File: config.mk
export PLATFORM = sky130hd
export DESIGN_NAME = wb_cmd_master_flat
export DESIGN_NICKNAME = d
export VERILOG_FILES = /design/src/rtl/wb_cmd_master_if.sv /design/src/rtl/wb_cmd_master.sv /design/src/flat_wrapper.sv
export SDC_FILE = /design/constraint.sdc
export NUM_CORES = 1
export LEC_CHECK = 0
export CORE_MARGIN = 2
export CORE_UTILIZATION = 42
export CTS_BUF_LIST = sky130_fd_sc_hd__clkbuf_4 sky130_fd_sc_hd__clkbuf_8 sky130_fd_sc_hd__clkbuf_16
export CTS_CLUSTER_SIZE = 20
export DETAILED_ROUTE_END_ITERATION = 7
export GPL_TIMING_DRIVEN = 0
export PLACE_DENSITY = 0.82
export SLEW_MARGIN = 10
export SYNTH_ARGS = -nofsm -noshare
export SYNTH_HDL_FRONTEND = slang
export SYNTH_SLANG_ARGS = --single-unit
export TNS_END_PERCENT = 10
File: constraint.sdc
create_clock -name wb_clk_i -period 5.9 [get_ports wb_clk_i]
set_input_delay 1.475 -clock wb_clk_i [delete_from_list [all_inputs] [get_ports wb_clk_i]]
set_output_delay 1.475 -clock wb_clk_i [all_outputs]
set_load 0.02 [all_outputs]
File: src/rtl/wb_cmd_master_if.sv
// Command, response and Wishbone master signals of wb_cmd_master, grouped as one bundle.
// The master modport is the initiator's view; the slave modport is the view of whoever sits on the other side.
interface wb_cmd_master_if;
  logic        cmd_valid;
  logic        cmd_ready;
  logic        cmd_we;
  logic [31:0] cmd_adr;
  logic [31:0] cmd_dat;
  logic [3:0]  cmd_sel;

  logic        rsp_valid;
  logic        rsp_ready;
  logic [31:0] rsp_dat;
  logic        rsp_err;

  logic        wbm_cyc_o;
  logic        wbm_stb_o;
  logic        wbm_we_o;
  logic [31:0] wbm_adr_o;
  logic [31:0] wbm_dat_o;
  logic [3:0]  wbm_sel_o;
  logic [31:0] wbm_dat_i;
  logic        wbm_ack_i;

  modport master (
    input  cmd_valid, cmd_we, cmd_adr, cmd_dat, cmd_sel,
    input  rsp_ready,
    input  wbm_dat_i, wbm_ack_i,
    output cmd_ready,
    output rsp_valid, rsp_dat, rsp_err,
    output wbm_cyc_o, wbm_stb_o, wbm_we_o, wbm_adr_o, wbm_dat_o, wbm_sel_o
  );

  modport slave (
    output cmd_valid, cmd_we, cmd_adr, cmd_dat, cmd_sel,
    output rsp_ready,
    output wbm_dat_i, wbm_ack_i,
    input  cmd_ready,
    input  rsp_valid, rsp_dat, rsp_err,
    input  wbm_cyc_o, wbm_stb_o, wbm_we_o, wbm_adr_o, wbm_dat_o, wbm_sel_o
  );
endinterface

File: src/rtl/wb_cmd_master.sv
// Wishbone classic initiator: one valid/ready command becomes one read or write cycle; min 2 cycles accept-to-response.
// One transaction outstanding; cmd_ready stays low until the response is consumed, and the response holds while rsp_ready is low.
module wb_cmd_master #(
  parameter int TIMEOUT = 1000,
  parameter int CNT_W   = 10
) (
  input  logic            wb_clk_i,
  input  logic            wb_rst_i,
  wb_cmd_master_if.master bus,
  output logic            busy
);

  typedef enum logic [1:0] {
    S_IDLE = 2'd0,
    S_BUS  = 2'd1,
    S_RESP = 2'd2
  } state_e;

  typedef struct packed {
    logic        we;
    logic [31:0] adr;
    logic [31:0] dat;
    logic [3:0]  sel;
  } req_t;

  localparam logic [CNT_W-1:0] CNT_LAST = CNT_W'(TIMEOUT - 1);
  localparam logic [CNT_W-1:0] CNT_MAX  = '1;

  state_e           state_q,     state_d;
  logic             cmd_ready_q, cmd_ready_d;
  logic             cyc_q,       cyc_d;
  req_t             req_q,       req_d;
  logic [CNT_W-1:0] cnt_q,       cnt_d;
  logic             rsp_valid_q, rsp_valid_d;
  logic [31:0]      rsp_dat_q,   rsp_dat_d;
  logic             rsp_err_q,   rsp_err_d;
  logic             busy_q,      busy_d;

  always_comb begin
    state_d     = state_q;
    cmd_ready_d = cmd_ready_q;
    cyc_d       = cyc_q;
    req_d       = req_q;
    cnt_d       = cnt_q;
    rsp_valid_d = rsp_valid_q;
    rsp_dat_d   = rsp_dat_q;
    rsp_err_d   = rsp_err_q;
    busy_d      = busy_q;

    case (state_q)
      S_IDLE: begin
        // cmd_ready comes up one cycle after reset release, then stays up while idle
        cmd_ready_d = 1'b1;
        if (bus.cmd_valid && cmd_ready_q) begin
          cmd_ready_d = 1'b0;
          cyc_d       = 1'b1;
          req_d.we    = bus.cmd_we;
          req_d.adr   = bus.cmd_adr;
          req_d.dat   = bus.cmd_dat;
          req_d.sel   = bus.cmd_sel;
          cnt_d       = '0;
          busy_d      = 1'b1;
          state_d     = S_BUS;
        end
      end

      S_BUS: begin
        // ack is checked before the timeout so a boundary-cycle ack still completes
        if (bus.wbm_ack_i) begin
          cyc_d       = 1'b0;
          req_d       = '0;
          rsp_valid_d = 1'b1;
          rsp_dat_d   = req_q.we ? 32'd0 : bus.wbm_dat_i;
          rsp_err_d   = 1'b0;
          state_d     = S_RESP;
        end else if (cnt_q == CNT_LAST) begin
          cyc_d       = 1'b0;
          req_d       = '0;
          rsp_valid_d = 1'b1;
          rsp_dat_d   = 32'd0;
          rsp_err_d   = 1'b1;
          state_d     = S_RESP;
        end else if (cnt_q != CNT_MAX) begin
          cnt_d = cnt_q + 1'b1;
        end
      end

      S_RESP: begin
        if (bus.rsp_ready) begin
          rsp_valid_d = 1'b0;
          rsp_dat_d   = 32'd0;
          rsp_err_d   = 1'b0;
          busy_d      = 1'b0;
          cmd_ready_d = 1'b1;
          state_d     = S_IDLE;
        end
      end

      default: begin
        state_d     = S_IDLE;
        cmd_ready_d = 1'b0;
        cyc_d       = 1'b0;
        req_d       = '0;
        rsp_valid_d = 1'b0;
        busy_d      = 1'b0;
      end
    endcase
  end

  always_ff @(posedge wb_clk_i or posedge wb_rst_i) begin
    if (wb_rst_i) begin
      state_q     <= S_IDLE;
      cmd_ready_q <= 1'b0;
      cyc_q       <= 1'b0;
      req_q       <= '0;
      cnt_q       <= '0;
      rsp_valid_q <= 1'b0;
      rsp_dat_q   <= 32'd0;
      rsp_err_q   <= 1'b0;
      busy_q      <= 1'b0;
    end else begin
      state_q     <= state_d;
      cmd_ready_q <= cmd_ready_d;
      cyc_q       <= cyc_d;
      req_q       <= req_d;
      cnt_q       <= cnt_d;
      rsp_valid_q <= rsp_valid_d;
      rsp_dat_q   <= rsp_dat_d;
      rsp_err_q   <= rsp_err_d;
      busy_q      <= busy_d;
    end
  end

  assign bus.cmd_ready = cmd_ready_q;
  assign bus.rsp_valid = rsp_valid_q;
  assign bus.rsp_dat   = rsp_dat_q;
  assign bus.rsp_err   = rsp_err_q;
  assign bus.wbm_cyc_o = cyc_q;
  assign bus.wbm_stb_o = cyc_q;
  assign bus.wbm_we_o  = req_q.we;
  assign bus.wbm_adr_o = req_q.adr;
  assign bus.wbm_dat_o = req_q.dat;
  assign bus.wbm_sel_o = req_q.sel;
  assign busy          = busy_q;

endmodule
File: src/flat_wrapper.sv
// flat-port wrapper written by rule: the top's interface ports become plain ports
module wb_cmd_master_flat 
#(
  parameter int TIMEOUT = 1000,
  parameter int CNT_W   = 10
)
  (wb_clk_i, wb_rst_i, busy, bus_cmd_valid, bus_cmd_we, bus_cmd_adr, bus_cmd_dat, bus_cmd_sel, bus_rsp_ready, bus_wbm_dat_i, bus_wbm_ack_i, bus_cmd_ready, bus_rsp_valid, bus_rsp_dat, bus_rsp_err, bus_wbm_cyc_o, bus_wbm_stb_o, bus_wbm_we_o, bus_wbm_adr_o, bus_wbm_dat_o, bus_wbm_sel_o);
  wb_cmd_master_if bus_i ();
  input  logic wb_clk_i;
  input  logic wb_rst_i;
  output logic busy;
  input wire logic [$bits(bus_i.cmd_valid)-1:0] bus_cmd_valid;
  input wire logic [$bits(bus_i.cmd_we)-1:0] bus_cmd_we;
  input wire logic [$bits(bus_i.cmd_adr)-1:0] bus_cmd_adr;
  input wire logic [$bits(bus_i.cmd_dat)-1:0] bus_cmd_dat;
  input wire logic [$bits(bus_i.cmd_sel)-1:0] bus_cmd_sel;
  input wire logic [$bits(bus_i.rsp_ready)-1:0] bus_rsp_ready;
  input wire logic [$bits(bus_i.wbm_dat_i)-1:0] bus_wbm_dat_i;
  input wire logic [$bits(bus_i.wbm_ack_i)-1:0] bus_wbm_ack_i;
  output wire logic [$bits(bus_i.cmd_ready)-1:0] bus_cmd_ready;
  output wire logic [$bits(bus_i.rsp_valid)-1:0] bus_rsp_valid;
  output wire logic [$bits(bus_i.rsp_dat)-1:0] bus_rsp_dat;
  output wire logic [$bits(bus_i.rsp_err)-1:0] bus_rsp_err;
  output wire logic [$bits(bus_i.wbm_cyc_o)-1:0] bus_wbm_cyc_o;
  output wire logic [$bits(bus_i.wbm_stb_o)-1:0] bus_wbm_stb_o;
  output wire logic [$bits(bus_i.wbm_we_o)-1:0] bus_wbm_we_o;
  output wire logic [$bits(bus_i.wbm_adr_o)-1:0] bus_wbm_adr_o;
  output wire logic [$bits(bus_i.wbm_dat_o)-1:0] bus_wbm_dat_o;
  output wire logic [$bits(bus_i.wbm_sel_o)-1:0] bus_wbm_sel_o;
  assign bus_i.cmd_valid = bus_cmd_valid;
  assign bus_i.cmd_we = bus_cmd_we;
  assign bus_i.cmd_adr = bus_cmd_adr;
  assign bus_i.cmd_dat = bus_cmd_dat;
  assign bus_i.cmd_sel = bus_cmd_sel;
  assign bus_i.rsp_ready = bus_rsp_ready;
  assign bus_i.wbm_dat_i = bus_wbm_dat_i;
  assign bus_i.wbm_ack_i = bus_wbm_ack_i;
  assign bus_cmd_ready = bus_i.cmd_ready;
  assign bus_rsp_valid = bus_i.rsp_valid;
  assign bus_rsp_dat = bus_i.rsp_dat;
  assign bus_rsp_err = bus_i.rsp_err;
  assign bus_wbm_cyc_o = bus_i.wbm_cyc_o;
  assign bus_wbm_stb_o = bus_i.wbm_stb_o;
  assign bus_wbm_we_o = bus_i.wbm_we_o;
  assign bus_wbm_adr_o = bus_i.wbm_adr_o;
  assign bus_wbm_dat_o = bus_i.wbm_dat_o;
  assign bus_wbm_sel_o = bus_i.wbm_sel_o;
  wb_cmd_master #(.TIMEOUT(TIMEOUT), .CNT_W(CNT_W)) u_core (.wb_clk_i(wb_clk_i), .wb_rst_i(wb_rst_i), .bus(bus_i), .busy(busy));
endmodule
== Yosys cells after proc, flatten, opt, wreduce, memory -nomap -nowiden ==
Cells that the tools add are included.

* Reduce and logical (&&, ||, !) cells: 11
* Equality and inequality tests: 10
* Add/subtract/negate cells: 1
* Multiplexer cells: 33
* Bitwise operators: 3

{| class="wikitable"
|+ Operators by type and width
! operator !! count
|-
| 2-to-1 mux 69 bit || 3
|-
| one-hot mux 69 bit (3 select lines) || 1
|-
| 2-to-1 mux 32 bit || 4
|-
| one-hot mux 32 bit (2 select lines) || 1
|-
| 2-to-1 mux 10 bit || 4
|-
| one-hot mux 10 bit (2 select lines) || 1
|-
| AND reduction 3 bit || 5
|-
| one-hot mux 1 bit (3 select lines) || 4
|-
| adder 10 x 1 -> 10 bit (second input constant) || 1
|-
| equality test 10 bit (second input constant) || 1
|-
| inequality test 10 bit (second input constant) || 1
|-
| 2-to-1 mux 1 bit || 9
|-
| 2-to-1 mux 2 bit || 4
|-
| inequality test 2 bit (second input constant) || 3
|-
| one-hot mux 2 bit (3 select lines) || 1
|-
| AND reduction 5 bit || 1
|-
| inequality test 2 x 1 -> 1 bit (second input constant) || 2
|-
| nonzero test 2 bit || 2
|-
| inequality test 3 x 2 -> 1 bit (second input constant) || 1
|-
| NOT 1 bit || 3
|-
| equality test 2 x 1 -> 1 bit (second input constant) || 1
|-
| equality test 2 bit (second input constant) || 1
|-
| zero test 2 bit || 1
|-
| one-hot mux 1 bit (2 select lines) || 1
|-
| 2 further kinds || 2
|}

* Register bits after elaboration: 118
* Output and inout port bits: 107
* Bits of input ports: 106

== Depth between registers and ports, before layout ==
* Word-level depth: 5
* Depth in mapped cells: 7

== Worst setup path after synthesis ==
No wires, ideal clock.

* Kind: input -> register
* Start: input bus_wbm_ack_i
* End: register u_core.req_q (netlist bit u_core.bus.wbm_adr_o[16])
* Stages: 6
* Arrival time: 2.541 ns
* Library setup time: 0.066 ns
* Path slack: 3.294 ns
* Cell sequence: or3b_1 -> buf_2 -> o21ai_2 -> buf_4 -> buf_6 -> a22o_1

* Cells in the longest elaborated chain, start to end: 2

{| class="wikitable"
|+ RTL lines
! element !! line !! RTL
|-
| from (decl) || flat_wrapper.sv:19 || <nowiki>input wire logic [$bits(bus_i.wbm_ack_i)-1:0] bus_wbm_ack_i;</nowiki>
|-
| inequality test 3 x 2 -> 1 bit (no line) / 2-to-1 mux 69 bit (equally long branches) || -- ||
|-
| AND reduction 3 bit (no line) / one-hot mux 69 bit (3 select lines) (equally long branches) || -- ||
|-
| to (signal assigned) || wb_cmd_master.sv:125 || <nowiki>req_q <= req_d;</nowiki>
|-
| to (decl) || wb_cmd_master.sv:32 || <nowiki>req_t req_q, req_d;</nowiki>
|}

Parallel ways exist; a longest one is shown, timed or not.
A chain may end at the register's enable or synchronous reset.

== Worst setup path after layout ==
* Start: input bus_cmd_valid
* End: register u_core.req_q (netlist bit u_core.bus.wbm_dat_o[2])

* Cells in the longest elaborated chain, start to end: 3

{| class="wikitable"
|+ RTL lines
! element !! line !! RTL
|-
| from (decl) || flat_wrapper.sv:12 || <nowiki>input wire logic [$bits(bus_i.cmd_valid)-1:0] bus_cmd_valid;</nowiki>
|-
| logical AND 1 bit || wb_cmd_master.sv:54 || <nowiki>if (bus.cmd_valid && cmd_ready_q) begin</nowiki>
|-
| inequality test 2 x 1 -> 1 bit (no line) || -- ||
|-
| AND reduction 3 bit (no line) || -- ||
|}

No other way between the ends.

==> run metrics <==
outcome complete, no violations; Ant. Diodes 0; Longest Clk Path Bufs 2; Flop pwr share 31.6%; f_max 0.324 GHz; port buffer count around 210; WS Path Type input pin to flip-flop; vias in the first global route ~4100; synthesized-area fraction occupied by adder cells less than 1%; Critical Path, Cell by Cell clkdlybuf4s50_1, nand3b_1, nor2_1, clkbuf_1, a22o_1; CP top delay family buffers and inverters; Clk network pwr share 23.4%; critical path's slowest cell nor2_1; clk_lat worst skew 0.41 ns; Mean Syn Cell Area 13.1 um2; amount of wire on met3 after detailed routing 1110 um; Internal 2.76 mW; actual slew at the worst max-slew pin between 0.6 and 0.7 ns; Synth Area in Compound Gates 23.7%; Peak VDD IR 0.000294 V; WL met1 5410 um; num ports 213; Sw Pwr 1.55 mW; # rows 38; register area share after synthesis 62.5%; first-pass GRT wire length 20700 um; full die area around 0.012 mm2; die height ~110 um; commonest cells after routing, fill and taps aside clkdlybuf4s50_1 (212), dfrtp_1 (118), a22o_1 (82); RR Startpoint u_core.cnt_q[0]; H-tree Lvls 4; Final setup viols 0; crit start category input pin; R2R depth 6; CTS tree done; Synth Net Count 467; largest net degree at the start of global routing 83; CTS resizes 0; root buffer cell clkbuf_16; cts bufs inserted 17; XOR/XNOR Fraction of Synth Area 0.185%; CP arrival 3.42 ns; pre-CTS WS about 2.4 ns; Worst setup EP type flip-flop; WP data required 6.23 ns; combinational share of power ~45%; Distinct cells, synth 42; Core Region around 0.011 mm2; Rel. slew slack around 58%; main flop type after synthesis dfrtp_1; Max Slew Vio Count 0; critical path buffer and inverter count 2; largest family of logic cells by synthesized area compound AO/OA/AOI/OAI gates; Die W 110 um; WL final ~14000 um; GP Congestion 0.857; Multi-input gate area 0.00163 mm2; top layer reached by signal wires met4; Worst path max stage delay 0.49 ns; EDFF count, synth 0; mux contribution to synthesized area 4.23%; Final period util 52.3%; layout cells sized above 1 8.10%; Avg WL per Cell 18.2 um; initial DRC count 422; Avg Vias per Cell 5.40; FF-to-FF setup slack 3.78 ns; total grt overflow 0; reg2reg end u_core.bus.rsp_dat[12]; storage element area 0.00295 mm2; Seq cells post-synth 118; Synth area leaders dfrtp_1 (62%), a22o_1 (15%), mux2i_1 (4.2%), o2bb2ai_1 (3.7%), clkbuf_1 (1.3%); Worst path depth 5; Synth Warn # 0; Mapped Cells 360; antenna violations before repair 0; post-layout minimum cycle time 3.09 ns; share of the synthesized area in the top cell type 62.5%; Post-CTS Setup Bufs 0; Sw Ratio 35.9%; via count a little over 4000; Layout Cells excl Fill 745; TNS Setup 0 ns; DP Wirelength around 9700 um; Critical Path Sink u_core.bus.wbm_dat_o[2]; final hold vios 0; drt drc 0; max cap viols 0; Synth area leader dfrtp_1; post-route setup slack roughly 2.8 ns; Worst-path clk slew 0.05 ns; RSZ-0062 raised after global routing false; # placed instances 713; Crit Path Max Fanout 10; ys async rst share 100%; Worst Hold Class flip-flop to flip-flop; Worst Clk Skew 0.0140 ns; Post-CTS Hold Buffers 0; met2 wire len 6660 um; GRT Overall Usage between 20% and 30%; Leakage 3.42 nW; Critical Path Source bus_cmd_valid; PD cells 564 mW/mm2; Initial Util 43.2%; Layout area overhead 61.8%; synthesized area ~0.0047 mm2; Nets approximately 700; CTS Sinks 118; DRT Pass-1 Iters 5; Synth Area in Simple Gates 6.11%; post-route ant nets 0; FILL cells 800; most common cell after layout, fill and taps aside clkdlybuf4s50_1
per-stage QoR:
stage	instance area (um2)	util, %	power, mW	hold WS (ns)
2_1_floorplan	4730	-	2.37	0.489
6_report	7650	70.0	4.31	0.495
3_3_place_gp	7030	64.2	3.26	0.481
5_1_grt	7650	70.0	4.54	0.511
4_1_cts	7650	70.0	4.34	0.501
3_5_place_dp	7060	64.5	3.30	0.480
logic make-up after synthesis:
family                   Yosys count
AO/OA/AOI/OAI                    136
XOR/XNOR                           1
adder cells (fa/ha/maj)            1
buffers and inverters             32
flip-flops                       118
multiplexers                      20
AND/OR/NAND/NOR                   52
layout make-up:
cell class	instances	share of cell area (%)
clock inverters	8	1.28
clock buffers	24	6.49
well taps	140	2.29
inverters	4	0.262
multi-input cells	210	21.3
plain buffers	28	1.72
flip-flops and latches	118	38.6
repair buffers	213	28.1
power groups by stage:
stage          Sequential [mW]  Clock (mW)  Combinational (mW)
6_report                  1.36        1.01                1.94
5_1_grt                   1.40        1.07                2.06
4_1_cts                   1.36        1.03                1.96
3_5_place_dp              1.36           0                1.94
3_3_place_gp              1.35           0                1.90
2_1_floorplan             1.73           0               0.635
metal layers:
metal / up-vias / GRT usage [%]
met1: 1942 / 27.9
met2: 196 / 36.3
met4: 0 / 10.0
met5: - / 0
li1: 1849 / -
met3: 37 / 7.70
worst register-to-register path: cells and delay by family (launching register included):
family / cells / cell delay, ns
AO/OA/AOI/OAI: 3 / 0.77
flip-flops: 1 / 0.41
buffers and inverters: 1 / 0.41
adder cells (fa/ha/maj): 1 / 0.26
AND/OR/NAND/NOR: 1 / 0.20
worst min path at each step:
stage          cells past startpoint                        to                     start  slack (ns)
2_1_floorplan                      1           u_core.cnt_q[8]           u_core.cnt_q[8]        0.49
3_3_place_gp                       1    u_core.bus.rsp_dat[13]    u_core.bus.rsp_dat[13]        0.48
3_5_place_dp                       1    u_core.bus.rsp_dat[30]    u_core.bus.rsp_dat[30]        0.48
4_1_cts                            1  u_core.bus.wbm_adr_o[17]  u_core.bus.wbm_adr_o[17]        0.50
5_1_grt                            1  u_core.bus.wbm_dat_o[23]  u_core.bus.wbm_dat_o[23]        0.51
6_report                           1  u_core.bus.wbm_dat_o[15]  u_core.bus.wbm_dat_o[15]        0.50
Yosys cell counts, types with 2 or more instances:
| master | count |
|---|---|
| a31oi_1 | 6 |
| or3b_1 | 2 |
| nor2_1 | 8 |
| o21ai_0 | 4 |
| nand3b_1 | 2 |
| nand2b_1 | 5 |
| nor3_1 | 3 |
| nand4_1 | 3 |
| and4_1 | 2 |
| buf_4 | 2 |
| o21ai_1 | 2 |
| a211oi_1 | 2 |
| nand2_1 | 13 |
| clkbuf_1 | 16 |
| and3_1 | 3 |
| a211o_1 | 3 |
| a22o_1 | 82 |
| nor3b_1 | 3 |
| buf_2 | 9 |
| nand3_1 | 3 |
| mux2i_1 | 20 |
| inv_1 | 4 |
| dfrtp_1 | 118 |
| o2bb2ai_1 | 20 |
| a21oi_1 | 8 |
sequential cells by signal (all words and copies together) (netlist names):
name and count:
u_core.bus.rsp_valid 1, u_core.bus.wbm_cyc_o 1, u_core.bus.wbm_adr_o 32, u_core.bus.rsp_dat 32
u_core.cnt_q 10, u_core.bus.wbm_we_o 1, u_core.bus.wbm_dat_o 32, u_core.bus.rsp_err 1
u_core.state_q 2, u_core.bus.cmd_ready 1, u_core.busy 1, u_core.bus.wbm_sel_o 4
Note: power is estimated with default switching activity, not from simulation.
